## src/rtl/seg_skid_reg.sv

```systemverilog
// seg_skid_reg: one-entry-plus-skid pipeline register stage.
// A main register feeds out_data; a skid register absorbs one extra payload
// so that in_ready and out_valid come straight from flops, with no
// combinational path from in_valid or out_ready.
// Optional feature: define SEG_SKID_STATS_EN to add a saturating 16-bit
// counter of output stall cycles (out_valid=1, out_ready=0) on stall_cnt.
module seg_skid_reg #(
  parameter int REG_SIZE = 64
) (
  input  logic                clk,
  input  logic                reset,
  input  logic                flush,
  input  logic                in_valid,
  output logic                in_ready,
  input  logic [REG_SIZE-1:0] in_data,
  output logic                out_valid,
  input  logic                out_ready,
  output logic [REG_SIZE-1:0] out_data,
  output logic [1:0]          occupancy
`ifdef SEG_SKID_STATS_EN
  ,
  output logic [15:0]         stall_cnt
`endif
);

  typedef enum logic [1:0] {
    ST_EMPTY = 2'd0,
    ST_BUSY  = 2'd1,
    ST_FULL  = 2'd2
  } state_t;

  state_t              state_q, state_d;
  logic [REG_SIZE-1:0] main_q, main_d;
  logic [REG_SIZE-1:0] skid_q, skid_d;
  logic                out_valid_q, out_valid_d;
  logic                in_ready_q, in_ready_d;
  logic [1:0]          occ_q, occ_d;
  logic                in_xfer;
  logic                out_xfer;

  // Handshakes are qualified only by registered ready/valid flags.
  assign in_xfer  = in_valid & in_ready_q;
  assign out_xfer = out_valid_q & out_ready;

  // Next state and payload movement; flush empties the stage but keeps data.
  always_comb begin
    state_d = state_q;
    main_d  = main_q;
    skid_d  = skid_q;
    if (flush) begin
      state_d = ST_EMPTY;
    end else begin
      case (state_q)
        ST_EMPTY: begin
          if (in_xfer) begin
            main_d  = in_data;
            state_d = ST_BUSY;
          end else begin
            state_d = ST_EMPTY;
          end
        end
        ST_BUSY: begin
          if (in_xfer && out_xfer) begin
            main_d  = in_data;
            state_d = ST_BUSY;
          end else if (in_xfer) begin
            skid_d  = in_data;
            state_d = ST_FULL;
          end else if (out_xfer) begin
            state_d = ST_EMPTY;
          end else begin
            state_d = ST_BUSY;
          end
        end
        ST_FULL: begin
          // in_ready is low here, so in_valid cannot cause a transfer.
          if (out_xfer) begin
            main_d  = skid_q;
            state_d = ST_BUSY;
          end else begin
            state_d = ST_FULL;
          end
        end
        default: begin
          state_d = ST_EMPTY;
        end
      endcase
    end
  end

  // Handshake flags and occupancy are decoded from the next state so they
  // can be registered alongside it.
  always_comb begin
    out_valid_d = 1'b0;
    in_ready_d  = 1'b1;
    occ_d       = 2'd0;
    case (state_d)
      ST_EMPTY: begin
        out_valid_d = 1'b0;
        in_ready_d  = 1'b1;
        occ_d       = 2'd0;
      end
      ST_BUSY: begin
        out_valid_d = 1'b1;
        in_ready_d  = 1'b1;
        occ_d       = 2'd1;
      end
      ST_FULL: begin
        out_valid_d = 1'b1;
        in_ready_d  = 1'b0;
        occ_d       = 2'd2;
      end
      default: begin
        out_valid_d = 1'b0;
        in_ready_d  = 1'b1;
        occ_d       = 2'd0;
      end
    endcase
  end

  // State, payload and output flag registers; reset overrides everything.
  always_ff @(posedge clk) begin
    if (reset) begin
      state_q     <= ST_EMPTY;
      main_q      <= '0;
      skid_q      <= '0;
      out_valid_q <= 1'b0;
      in_ready_q  <= 1'b1;
      occ_q       <= 2'd0;
    end else begin
      state_q     <= state_d;
      main_q      <= main_d;
      skid_q      <= skid_d;
      out_valid_q <= out_valid_d;
      in_ready_q  <= in_ready_d;
      occ_q       <= occ_d;
    end
  end

  assign out_valid = out_valid_q;
  assign in_ready  = in_ready_q;
  assign out_data  = main_q;
  assign occupancy = occ_q;

`ifdef SEG_SKID_STATS_EN
  logic [15:0] stall_cnt_q, stall_cnt_d;

  // Count cycles where a valid head waits on the consumer, saturating.
  always_comb begin
    if (out_valid_q && !out_ready && (stall_cnt_q != 16'hFFFF)) begin
      stall_cnt_d = stall_cnt_q + 16'd1;
    end else begin
      stall_cnt_d = stall_cnt_q;
    end
  end

  // Stall counter register; cleared only by reset, never by flush.
  always_ff @(posedge clk) begin
    if (reset) begin
      stall_cnt_q <= 16'd0;
    end else begin
      stall_cnt_q <= stall_cnt_d;
    end
  end

  assign stall_cnt = stall_cnt_q;
`endif

endmodule

```

## config.mk

```make
export PLATFORM = sky130hd
export DESIGN_NAME = seg_skid_reg
export DESIGN_NICKNAME = d
export VERILOG_FILES = /design/src/rtl/seg_skid_reg.sv
export SDC_FILE = /design/constraint.sdc
export NUM_CORES = 1
export LEC_CHECK = 0
export BUFFER_PORTS_ARGS = -buffer_cell sky130_fd_sc_hd__buf_2
export CAP_MARGIN = 10
export CELL_PAD_IN_SITES_DETAIL_PLACEMENT = 0
export CELL_PAD_IN_SITES_GLOBAL_PLACEMENT = 1
export CORE_MARGIN = 1.5
export CORE_UTILIZATION = 42
export CTS_CLUSTER_DIAMETER = 50
export DETAILED_ROUTE_END_ITERATION = 10
export PLACE_DENSITY_LB_ADDON = 0.1
export SYNTH_ARGS = -nofsm -noshare
export SYNTH_HDL_FRONTEND = slang
export SYNTH_SLANG_ARGS = --single-unit
```

## constraint.sdc

```tcl
create_clock -name clk -period 4.9 [get_ports clk]
set_clock_uncertainty 0.1 [all_clocks]
set_input_delay 0.98 -clock clk [delete_from_list [all_inputs] [get_ports clk]]
set_output_delay 0.98 -clock clk [all_outputs]
set_load 0.01 [all_outputs]
```

==> impl_summary.md <==
Power and ir drop
The power density over the cells is 405 nW/µm². Across the VDD grid, the largest voltage drop is 0.238 mV. The leakage dissipation is 3.07 nW.

Critical path
The worst setup path is captured at a flop. The worst-path cell with the longest stage delay is and2_2. The worst register-to-register path begins at state_q[0].

The highest cell delay on the worst timing path is 0.71 ns. Walking the worst path, the cells encountered are buf_2 > nand4_1 > a21oi_4 > and2_2 > buf_4 > a211oi_1. The kind of cell with the highest combined delay along the critical path is simple AND/OR/NAND/NOR gates. The most critical setup path has its startpoint at in_valid.

The category of the worst setup path launch point is an input port. The data required time at the worst endpoint is 5.04 ns. At the worst endpoint, the arrival time is 2.74 ns.

Together, buffers and inverters on the worst path number 2. The maximum fanout along the worst path is 38. The critical setup path kind is in -> reg. The flop-to-flop setup slack is 2.50 ns.

Timing
The number of setup violations in the final report is 0. Setup repair after global routing left no endpoint under its margin. For the final routed database, the setup TNS stands at 0 ns. The fraction of the cycle the final worst path needs is 0.532. The number of slew-limit violations in the final report is 0. Headroom to the max-slew limit came out at 0.210. Final hold analysis gives a worst-case slack of 0.351 ns. The final number of hold-violating endpoints is 0.

The slew at the pin closest to its max-slew limit is 1.19 ns. Based on the critical path, the design can be clocked at up to 0.384 GHz. Subtracting the final worst setup slack from the clock period gives 2.61 ns.

Synthesis
The post-synth design cell area is 5460 µm². For this run, the number of Yosys warnings is 0. The post-synthesis cell type count is 23. Counting flops and latches in the post-synthesis netlist gives 134.

Of the synthesized area, sequential elements account for 0.491. The synthesized netlist net count is 682. The instance count of the mapped netlist is 609.

The average cell area after synthesis is 8.97 µm².

Clock tree
Clock latency on the worst-skew pair, taken at its later pin, is 0.41 ns. The number of gates resized after CTS was 0. The buffer count from post-CTS setup fixing is 0. The clock tree from TritonCTS is built. The number of buffers on the longest clock path is 2.

CTS placed an instance of clkbuf_16 at the clock tree root. The number of clock sinks is 134. After clock tree synthesis, the clock-pin slew on the worst setup and hold paths is 0.05 ns. For this design, the CTS-stage hold fixing added 0 buffers. The TritonCTS buffer count is 17.

The H-tree depth is 4.

Min path
The type of the tightest min-delay check is reg -> reg. The worst hold path begins at skid_q[56].

Route
The routed wire length on met3 is 691 µm. The number of nets still failing antenna checks after routing is 0. Routed signal wires occupy layers up through met4. Detailed routing inserted a total of 4690 vias. In the routed design, unresolved DRC markers number 0. The first-pass detailed-route iteration total is 4.

In this run, the number of DRC markers left after iteration 0 of detailed routing was 188. The wire length per cell is 15.4 µm. The detailed-route wire length on metal 1 is 6.34 mm. The aggregate routed wire length is 13.8 mm. In the routed layout, each cell is associated on average with a via count of 5.22.

The met2 layer wire length in the routed design is 6.63 mm.

Placed design
The count of input and output buffers is 136. Once placement completed, the tool counted placed cells totaling 867. Summed over all nets, the half-perimeter wirelength after detailed placement is 8.10 mm. The congestion estimate from routability-driven global placement came to 0.751.

Layout
The number of filler cells placed in the layout is 1210. Excluding fillers, the count of instances in the completed layout stands at 898. The count of inserted antenna diode cells is 0. The number of nets in the layout is 787. Of the cells placed in the final design, the portion with a size suffix greater than 1 is 0.238. The top cell types in the final layout, fill and taps aside, are buf_2, dfxtp_1, nand2_1. The area overhead of the layout relative to synthesis is 22.9%. The most frequent standard cell in the layout excluding fill and tap cells is buf_2.

Global route
The total routing usage reported by global routing is 0.205. The first global-routing pass estimated 21.6 mm of wire. The initial antenna violation count was 1. The via count of the first global-routing pass came to 4307. The leftover overflow at the end of global routing is 0. Entering global routing, the biggest net connects 104 pins.

Die
The number of I/O pins is 137. In this run the standard cell core region covers 12700 µm². The width of the chip is 117 µm.

Row generation in the floorplan step produced 41 rows. The total die area is 13700 µm². The y dimension of the die is 117 µm.

The initial cell density of the core is 0.431.

Job
The total of max-cap violations is 0.

Run status
The flow ran to the end, and the final reports show no timing, DRC or antenna violations.
logic make-up (layout without fill, tap and decap cells):
logic type / Yosys count / count (layout) / share of synthesized area
compound gates: 197 / 197 / 0.211
simple gates: 150 / 150 / 0.111
flops: 134 / 134 / 0.491
mux: 64 / 64 / 0.117
buf+inv: 60 / 177 / 0.0605
fa+ha+maj: 4 / 4 / 0.00916
final cells by class:
| class | instances | area, µm² | share of cell area |
|---|---|---|---|
| tap | 172 | 215 | 0.0321 |
| sequential | 134 | 2680 | 0.400 |
| multi-input combinational | 415 | 2480 | 0.369 |
| clock buffer | 29 | 531 | 0.0790 |
| timing repair buffer | 143 | 736 | 0.110 |
| clock inverter | 2 | 60.1 | 0.00895 |
| inverter | 3 | 11.3 | 0.00168 |
cell usage after synthesis, drive strengths merged:
cell type	count	share of area
nor4b	1	0.0016
nor2b	3	0.0034
inv	3	0.0021
buf	38	0.043
and2	1	0.0011
nand4	1	0.0011
clkbuf	19	0.016
ha	4	0.0092
a211oi	64	0.088
mux2i	64	0.12
nand2	132	0.091
dfxtp	134	0.49
nand3	1	0.00092
nor2	4	0.0027
or4b	1	0.0018
a21o	2	0.0027
nand2b	4	0.0046
nand3b	2	0.0027
a21oi	130	0.12
o21bai	1	0.0014
worst min-delay path, stage by stage, from the launching register on:
cell,delay [ns]
dfxtp_1,0.30
nand2_1,0.05
a21oi_1,0.05
where the power goes:
group          internal [mW]  leakage [nW]  switching (mW)
combinational          0.110          1.69           0.166
sequential              1.14          1.09          0.0281
clock                  0.829         0.288           0.440
total                   2.08          3.07           0.634
worst paths after layout:
| check | endpoint | depth (start not counted) |
|---|---|---|
| max | out_data[7] | 6 |
| min | skid_q[56] | 2 |
| max reg2reg | out_valid | 6 |
| min reg2reg | skid_q[56] | 2 |
sequential cells by signal, summed over array words and instances (netlist names):
register and count:
occupancy 2, in_ready 1, skid_q 64, state_q 2, out_valid 1, out_data 64
stage by stage:
stage                     cell area, µm²  worst slack, ns  power, mW  utilization
final                               6710             2.29       2.72        0.530
after CTS                           6710             2.34       2.74        0.530
after global placement              6120             1.96       1.47        0.483
after detailed placement            6120             1.90       1.47        0.483
after floorplan                     5460             2.64       1.36            -
after global routing                6710             2.22       2.84        0.530
layer usage:
metal	up-vias	GRT usage
li1	2348	-
met5	-	0
met1	2223	0.261
met3	13	0.0566
met4	0	0.0675
met2	106	0.338
Note: power is estimated with default switching activity, not from simulation.
